--- src/rtl/mem_arb_pkg.sv ---
// Shared types for the fetch/data memory port arbiter.
// State and owner encodings plus the latency counter width.
package mem_arb_pkg;

   typedef enum logic {
      ARB_IDLE   = 1'b0,
      ARB_ACCESS = 1'b1
   } arb_state_t;

   typedef enum logic {
      OWN_I = 1'b0,
      OWN_D = 1'b1
   } arb_owner_t;

   localparam int LAT_W = 4;

endpackage

--- src/rtl/arb_lat_counter.sv ---
// Loadable down-counter with zero flag.
// Holds at zero; load takes priority over decrement.
module arb_lat_counter
   import mem_arb_pkg::*;
(
   input  logic             clk,
   input  logic             rst,
   input  logic             load,
   input  logic             dec,
   input  logic [LAT_W-1:0] load_val,
   output logic [LAT_W-1:0] cnt,
   output logic             zero
);

   always_ff @(posedge clk) begin
      if (rst) begin
         cnt <= '0;
      end else if (load) begin
         cnt <= load_val;
      end else if (dec && (cnt != '0)) begin
         cnt <= cnt - 1'b1;
      end
   end

   assign zero = (cnt == '0);

endmodule

--- src/rtl/mem_port_arbiter.sv ---
// Shares one memory port between fetch (I) and data (D) requesters.
// Holds the port for MEM_LAT cycles per access and pulses done after it.
module mem_port_arbiter
   import mem_arb_pkg::*;
#(
   parameter int AW         = 16,
   parameter int DW         = 16,
   parameter int MEM_LAT    = 1,
   parameter int STARVE_MAX = 3
) (
   input  logic          clk,
   input  logic          rst,
   input  logic          if_req,
   input  logic [AW-1:0] if_addr,
   output logic [DW-1:0] if_rdata,
   output logic          if_done,
   input  logic          d_req,
   input  logic          d_we,
   input  logic [AW-1:0] d_addr,
   input  logic [DW-1:0] d_wdata,
   output logic [DW-1:0] d_rdata,
   output logic          d_done,
   output logic          mem_we,
   output logic [AW-1:0] mem_addr,
   output logic [DW-1:0] mem_wdata,
   input  logic [DW-1:0] mem_rdata,
   output logic          stall_if,
   output logic          stall_mem
);

   localparam logic [LAT_W-1:0] LAT_LOAD = LAT_W'(MEM_LAT - 1);
   localparam logic [LAT_W-1:0] S_MAX    = LAT_W'(STARVE_MAX);

   arb_state_t       state;
   arb_state_t       state_n;
   arb_owner_t       owner;
   logic [LAT_W-1:0] d_streak;
   logic [LAT_W-1:0] lat_cnt;
   logic             lat_zero;
   logic             elig_i;
   logic             elig_d;
   logic             grant;
   logic             win_d;
   logic             done_now;

   // A requester in its done cycle is not yet asking again.
   assign elig_i = if_req & ~if_done;
   assign elig_d = d_req & ~d_done;

   always_ff @(posedge clk) begin
      if (rst) begin
         state <= ARB_IDLE;
      end else begin
         state <= state_n;
      end
   end

   always_comb begin
      state_n  = state;
      grant    = 1'b0;
      win_d    = 1'b0;
      done_now = 1'b0;
      unique case (state)
         ARB_IDLE: begin
            if (elig_i | elig_d) begin
               grant   = 1'b1;
               win_d   = elig_d & ~(elig_i & (d_streak == S_MAX));
               state_n = ARB_ACCESS;
            end
         end
         ARB_ACCESS: begin
            if (lat_zero) begin
               done_now = 1'b1;
               state_n  = ARB_IDLE;
            end
         end
         default: state_n = ARB_IDLE;
      endcase
   end

   arb_lat_counter u_lat (
      .clk      (clk),
      .rst      (rst),
      .load     (grant),
      .dec      (state == ARB_ACCESS),
      .load_val (LAT_LOAD),
      .cnt      (lat_cnt),
      .zero     (lat_zero)
   );

   always_ff @(posedge clk) begin
      if (rst) begin
         owner     <= OWN_I;
         d_streak  <= '0;
         if_done   <= 1'b0;
         d_done    <= 1'b0;
         if_rdata  <= '0;
         d_rdata   <= '0;
         mem_we    <= 1'b0;
         mem_addr  <= '0;
         mem_wdata <= '0;
      end else begin
         if_done <= done_now & (owner == OWN_I);
         d_done  <= done_now & (owner == OWN_D);
         if (grant) begin
            owner     <= win_d ? OWN_D : OWN_I;
            mem_addr  <= win_d ? d_addr : if_addr;
            mem_we    <= win_d & d_we;
            mem_wdata <= win_d ? d_wdata : '0;
            // Streak counts only D wins that kept a live fetch waiting.
            if (win_d && if_req) begin
               if (d_streak < S_MAX) begin
                  d_streak <= d_streak + 1'b1;
               end
            end else begin
               d_streak <= '0;
            end
         end
         if (done_now) begin
            mem_we    <= 1'b0;
            mem_addr  <= '0;
            mem_wdata <= '0;
            if (owner == OWN_I) begin
               if_rdata <= mem_rdata;
            end else begin
               d_rdata <= mem_rdata;
            end
         end
      end
   end

   assign stall_if  = if_req & ~if_done;
   assign stall_mem = d_req & ~d_done;

endmodule

--- config.mk ---
export PLATFORM = sky130hd
export DESIGN_NAME = mem_port_arbiter
export DESIGN_NICKNAME = d
export VERILOG_FILES = /design/src/rtl/mem_arb_pkg.sv /design/src/rtl/arb_lat_counter.sv /design/src/rtl/mem_port_arbiter.sv
export SDC_FILE = /design/constraint.sdc
export NUM_CORES = 1
export LEC_CHECK = 0
export CAP_MARGIN = 10
export CORE_AREA = 2 2 130 100
export DETAILED_ROUTE_END_ITERATION = 7
export DIE_AREA = 0 0 132 102
export RECOVER_POWER = 100
export SLEW_MARGIN = 20
export SYNTH_ARGS = -nofsm -noshare
export SYNTH_HDL_FRONTEND = slang
export SYNTH_SLANG_ARGS = --single-unit
--- constraint.sdc ---
create_clock -name clk -period 1.62 [get_ports clk]
set_input_delay 0.324 -clock clk [delete_from_list [all_inputs] [get_ports clk]]
set_output_delay 0.324 -clock clk [all_outputs]
set_load 0.02 [all_outputs]
==> results of run 1 <==
[timing repair]
| item | CTS | global route |
|---|---|---|
| cloned | 0 | 2 |
| setup buffers | 2 | 1 |
| pin swaps | 2 | 3 |
| endpoints found under the setup margin | 86 | 92 |
| gates resized for setup | 41 | 36 |
[power groups by stage]
stage,Clock [mW],Sequential (mW),Combinational (mW)
after CTS,2.21,2.08,1.03
final,2.14,2.08,0.983
after detailed placement,0,2.13,1.05
after global placement,0,2.13,1.04
after global routing,2.27,2.10,1.06
after floorplan,0,2.26,0.387
[cell families (layout without fill, tap and decap cells)]
| family | count (synthesis) | count (layout) | synth area share, % |
|---|---|---|---|
| compound gates | 96 | 96 | 23.96 |
| xor+xnor | 2 | 2 | 0.5834 |
| fa+ha+maj | 3 | 3 | 1.250 |
| buf+inv | 30 | 186 | 6.916 |
| flops | 77 | 77 | 51.33 |
| simple gates | 99 | 100 | 15.96 |
[Yosys cell counts]
| library cell | n |
|---|---|
| a22o_1 | 17 |
| clkbuf_1 | 4 |
| nand2_1 | 66 |
| a21oi_1 | 36 |
| inv_1 | 5 |
| xor2_1 | 1 |
| dfxtp_1 | 77 |
| o21a_1 | 19 |
| nand4_1 | 1 |
| o21ai_0 | 2 |
| nand2b_4 | 2 |
| buf_2 | 5 |
| o221a_1 | 8 |
| and2_1 | 1 |
| a311o_1 | 1 |
| nand3_1 | 1 |
| nor2_2 | 1 |
| buf_4 | 8 |
| nor3b_1 | 1 |
| a21oi_2 | 1 |
| nand2b_1 | 5 |
| ha_1 | 3 |
| or3_1 | 1 |
| a2111oi_0 | 1 |
| nor2_4 | 1 |
| o221a_2 | 8 |
| buf_8 | 1 |
| nor4_1 | 1 |
| nor2b_1 | 3 |
| a32o_1 | 1 |
| xnor2_1 | 1 |
| nor3_1 | 4 |
| o32a_2 | 1 |
| a2bb2oi_1 | 1 |
| nor2_8 | 1 |
| buf_6 | 5 |
| nor3_4 | 1 |
| nor2_1 | 8 |
| and4bb_1 | 1 |
| clkbuf_8 | 1 |
| inv_2 | 1 |
[stage by stage]
| step | instance area, sq um | hold WS [ns] | power, mW | instances |
|---|---|---|---|---|
| final | 4822 | 0.4535 | 5.202 | 630 |
| after global routing | 4822 | 0.4768 | 5.426 | 630 |
| after CTS | 4937 | 0.4344 | 5.325 | 627 |
| after detailed placement | 4631 | 0.4485 | 3.177 | 609 |
| after global placement | 4631 | 0.4447 | 3.165 | 609 |
| after floorplan | 3007 | 0.4354 | 2.646 | 307 |
[layout make-up]
cell class / instances / area [sq um] / share of cell area, %
Sequential cell: 77 / 1548 / 32.10
Inverter: 6 / 22.52 / 0.4670
Clock inverter: 6 / 87.58 / 1.816
Timing Repair Buffer: 164 / 1453 / 30.12
Multi-Input combinational cell: 201 / 1275 / 26.44
Clock buffer: 10 / 229.0 / 4.748
Tap cell: 166 / 207.7 / 4.307
[sequential cells by signal, summed over array words and instances, names as in the netlist, 4 cells and up]
register / flops
if_rdata: 16
mem_wdata: 16
d_rdata: 16
mem_addr: 16
u_lat.cnt: 4
d_streak: 4
[metal layers]
layer | up-vias | global-route usage, % | part of all wire, %
met4 | 0 | 4.348 | 0.99
met3 | 10 | 4.117 | 5.2
met1 | 1302 | 17.70 | 49
li1 | 1389 | - | -
met2 | 84 | 20.51 | 45
met5 | - | 0 | 0
[placed cells by master, fill, tap and decap left out, drive strengths merged, types with 5 or more instances in the layout]
cell            n
nor3            5
nor2           12
nand2          66
nand2b          7
clkbuf         40
buf            24
inv             6
a21oi          37
dlygate4sd2    35
o21a           19
dfxtp          77
a22o           17
clkdlybuf4s50  73
o221a          16
[how the worst min path moves through the flow]
stage                        end         start  depth (start not counted)
floorplan            d_streak[2]   d_streak[2]                          1
global placement    if_rdata[14]  if_rdata[14]                          2
detailed placement    d_rdata[7]    d_rdata[7]                          2
CTS                  d_streak[3]           rst                          2
global route         d_streak[2]   d_streak[2]                          1
finish               if_rdata[0]   if_rdata[0]                          2
==> run metrics, run 1 <==
# clock sinks 77; CP max stage delay 0.61 ns; Initial Util 24.76%; Hold Fails Final Rpt 0; setup TNS 0 ns; Final min period 1.589 ns; synth warn 0; Routed WL 9184 um; delay-heaviest family, CP buffers and inverters; Area contributors post-synth dfxtp_1 (51%), nand2_1 (8.3%), a21oi_1 (6.0%); final setup vio count 0; Worst Path Buf+Inv 1; period utilization 98.09%; clock skew 0.006920 ns; relative slew slack 72.38%; DR DRC count 0; WL per Instance 14.58 um; Worst R2R End mem_addr[5]; Cell Pwr Density 1079 mW/mm^2; Net Sw Frac 25.98%; Worst Setup SP mem_wdata[4]; hold buffers post-CTS 0; clk_lat worst skew 0.33 ns; post-synthesis sequential area ratio 51.33%; Avg Cell Area, Syn 9.781 sq um; Critical Path Stages 1; Core Region 0.01213 sq mm; die width 132 um; crit path capture type output pin; crit path max-delay cell type clkdlybuf4s50_1; Layout Utilization 39.75%; port bufs 137; worst r2r src u_lat.cnt[1]; Lkg Pwr 1.927 nW; Worst Max-Slew Pin Slew 0.4142 ns; synth-to-layout area growth 60.58%; nets@finish 531; CTS tree built; Setup WS pre-CTS -0.4436 ns; pin count of the biggest net entering global routing 28; Yosys reg bits 77; worst reg2reg path depth 8; Achievable Freq 0.6293 GHz; Comb power frac 18.9%; GPL Wtd Cong 0.7820; Psw 1.352 mW; Worst Setup Start Kind flop; Via density 4.421; syn_nets 379; hpwl dp 6487 um; TritonCTS Buffers 9; cell taking the most area after synthesis dfxtp_1; GRT Util Overall 13.24%; die area 0.01346 sq mm; vias in the first global route 2686; status completed; Via Count 2785; Initial DRC Count 112; clock-pin slew on the worst setup and hold paths 0.06 ns; row count 35; I/O pin count 138; number of antenna diodes 0; Hold/Removal Path Class reg2reg; Clock Power Share 41.0%; grt total ovfl 0; first-pass GRT wire length 14080 um; Worst Setup EP mem_wdata[4]; initial antenna violation count 0; fill count 1246; clk root buf clkbuf_16; internal cell power 3.851 mW; TritonRoute pass-1 iters 4; die height 102 um; layout cell share with drive strength beyond 1 14.87%; worst vdd ir 455.5 uV; area share of the largest cell type after synthesis 51.33%; Flop pwr share 40.1%; Critical Path RT 1.30 ns; crit path cell chain clkdlybuf4s50_1; antenna-violating nets left 0; Synth Instances 307; Final Max Tran Viols 0; htree depth 3; critical path class reg2out; Cell variety after synth 41; crit path max fanout 2; final worst slack 0.03102 ns; synthesized cell area 0.003003 sq mm; Worst Path Arrival 1.26 ns; r2r setup slk 0.07 ns; max-cap viol count 0; RSZ-0062 raised after global routing false; CTS Buffer Depth 2
No activity file was read; power rests on OpenSTA's default activity.
==> inputs of run 2 (changes only) <==
--- a/config.mk
+++ b/config.mk
@@ -6,11 +6,12 @@
 export NUM_CORES = 1
 export LEC_CHECK = 0
 export CAP_MARGIN = 10
-export CORE_AREA = 2 2 130 100
+export CORE_AREA = 2 2 128 99
 export DETAILED_ROUTE_END_ITERATION = 7
-export DIE_AREA = 0 0 132 102
+export DIE_AREA = 0 0 130 101
 export RECOVER_POWER = 100
 export SLEW_MARGIN = 20
 export SYNTH_ARGS = -nofsm -noshare
 export SYNTH_HDL_FRONTEND = slang
+export SYNTH_HIERARCHICAL = 1
 export SYNTH_SLANG_ARGS = --single-unit
==> run 2 against run 1 <==
  * The run now ends with negative setup slack left
  * Setup slack got worse by 0.095 ns
  * Clock skew up 0.00057 ns
  * Combinational power grew 39%
  * Via count increased by 5.9%
  * Wire length rose by 4.9%
  * Maximum frequency fell by 5.6%
  * Critical endpoint is now if_rdata[8]
==> run metrics, run 2 <==
CTS Buffer Depth 2; layout cell share with drive strength beyond 1 24.25%; synth-to-layout area growth 74.64%; Async SR Flop Fraction 0%; die area 0.01313 sq mm; CTS tree built; synth warn 6; setup TNS -1.066 ns; die height 101 um; worst reg2reg path depth 8; Lkg Pwr 1.942 nW; TritonRoute pass-1 iters 4; Achievable Freq 0.5940 GHz; Via Count 2949; Critical Path RT 1.82 ns; Area contributors post-synth dfxtp_1 (53%), nand2_1 (9.0%), a21oi_1 (6.0%); hpwl dp 6363 um; number of antenna diodes 0; Synth top cells by count dfxtp_1 (77), nand2_1 (70), nor2_1 (40), a21oi_1 (35), a22o_1 (17); nets@finish 565; cell taking the most area after synthesis dfxtp_1; port bufs 137; final worst slack -0.06357 ns; Yosys reg bits 77; I/O pin count 138; fill count 1218; RSZ-0062 raised after global routing true; synthesized cell area 0.002920 sq mm; initial antenna violation count 0; Cell variety after synth 43; Hold/Removal Path Class reg2reg; Worst Setup Start Kind flop; TritonCTS Buffers 9; Hold Crit Depth 2; worst vdd ir 469.3 uV; crit path max fanout 5; hold buffers post-CTS 0; Hold Fails Final Rpt 0; row count 35; Worst Setup SP u_lat/cnt[1]; GPL Wtd Cong 0.7727; Cell Pwr Density 1082 mW/mm^2; Total Power 5.520 mW; clock skew 0.007485 ns; Initial DRC Count 93; grt total ovfl 0; Layout Utilization 42.66%; EDFF count, synth 0; commonest non-fill, non-tap cell in the layout clkdlybuf4s50_1; pin count of the biggest net entering global routing 37; max-cap viol count 0; clk_lat worst skew 0.33 ns; commonest cells after routing, fill and taps aside clkdlybuf4s50_1 (74), dfxtp_1 (73), nand2_1 (58), clkbuf_1 (42), nor2_1 (30); Final min period 1.684 ns; Routed WL 9631 um; worst r2r src u_lat/cnt[1]; Synth Instances 322; Worst R2R End if_rdata[8]; period utilization 103.9%; final setup vio count 50; Avg Cell Area, Syn 9.069 sq um; clock-pin slew on the worst setup and hold paths 0.06 ns; first-pass GRT wire length 14190 um; DR DRC count 0; clk root buf clkbuf_16; Initial Util 24.43%; Post-synth top flop dfxtp_1; post-synthesis sequential area ratio 52.78%; die width 130 um; status complete, but fails checks; GRT Util Overall 13.89%; vias in the first global route 2937; worst hold start d_rdata[11]; WL per Instance 14.48 um; area share of the largest cell type after synthesis 52.78%; antenna-violating nets left 0; # clock sinks 77; failing checks negative setup slack; r2r setup slk -0.06 ns; critical path class reg2reg; Via density 4.435; Core Region 0.01196 sq mm; Final Max Tran Viols 0; Worst Path Arrival 1.88 ns; hold endpoint d_rdata[11]; htree depth 3; top-count cell post-synth dfxtp_1; crit path capture type flop
-- run 2: cell types whose count changed in the layout (fill, tap and decap cells not counted), moves of 9 or more --
cell           previous run  this run
o21a_1                   19         0
clkbuf_1                 28        42
o221ai_2                  0        12
dlygate4sd2_1            35        20
buf_4                    15        24
nand2_2                   0        10
nor2_1                    8        30
-- run 2: final cells by class --
| cell class | instances | area (sq um) | share of cell area (%) |
|---|---|---|---|
| clock buffers | 12 | 246.5 | 4.833 |
| clock inverters | 4 | 47.55 | 0.9323 |
| inverters | 5 | 23.77 | 0.4661 |
| multi-input cells | 226 | 1550 | 30.40 |
| flip-flops and latches | 77 | 1546 | 30.32 |
| well taps | 166 | 207.7 | 4.073 |
| repair buffers | 175 | 1478 | 28.97 |
-- run 2: timing repair --
item | in CTS | in global routing
pin swaps | 40 | 36
setup endpoints to repair | 81 | 109
cloned | 3 | 2
resized for setup | 49 | 88
setup buffers | 3 | 4
-- run 2: worst max-delay path, stage by stage (launching register included) --
cell and delay (ns):
dfxtp_2 0.33, inv_2 0.07, ha_4 0.13, or3b_4 0.40, inv_6 0.11, nand2_8 0.06
or2_4 0.30, nand2_1 0.10, a21oi_2 0.05
-- run 2: per-stage QoR --
| step | instance area (sq um) | hold WS [ns] | setup WS, ns | instances |
|---|---|---|---|---|
| floorplan | 3037 | 0.3961 | -0.2046 | 325 |
| global placement | 4741 | 0.4387 | -0.3602 | 639 |
| detailed placement | 4741 | 0.4469 | -0.3528 | 639 |
| CTS | 5106 | 0.4434 | -0.05198 | 659 |
| global route | 5100 | 0.4791 | -0.1141 | 665 |
| finish | 5100 | 0.4559 | -0.06357 | 665 |
-- run 2: cells by family (layout without fill, tap and decap cells) --
kind of cell	after synthesis	after routing	share of synthesized area, %
compound gates	80	80	20.18
fa+ha+maj	2	2	0.8568
buf+inv	26	196	4.584
flops	77	77	52.78
mux	1	1	0.3428
other cells	1	4	0.1284
simple gates	135	139	21.12
-- run 2: how the worst max path moves through the flow --
| stage | slack (ns) | cells after the start | to |
|---|---|---|---|
| after floorplan | -0.20 | 10 | if_rdata[6] |
| after global placement | -0.36 | 3 | stall_mem |
| after detailed placement | -0.35 | 3 | stall_mem |
| after CTS | -0.05 | 8 | if_rdata[13] |
| after global routing | -0.11 | 9 | if_rdata[11] |
| final | -0.06 | 8 | if_rdata[8] |
-- run 2: power by group --
group          switching [mW]  total (mW)  leakage, nW  internal [mW]
combinational           0.718        1.37         1.17          0.656
clock                   0.762        1.99        0.143           1.23
sequential              0.103        2.15        0.631           2.05
total                    1.58        5.52         1.94           3.94
-- run 2: routing by layer --
layer / track usage [%] / vias to the layer above / routed length, um / share of wire, %
met4: 3.888 / 0 / 176 / 1.8
met2: 22.92 / 87 / 4486 / 47
met5: 0 / - / 0 / 0
li1: - / 1462 / - / -
met1: 17.16 / 1386 / 4291 / 45
met3: 4.936 / 14 / 677 / 7.0
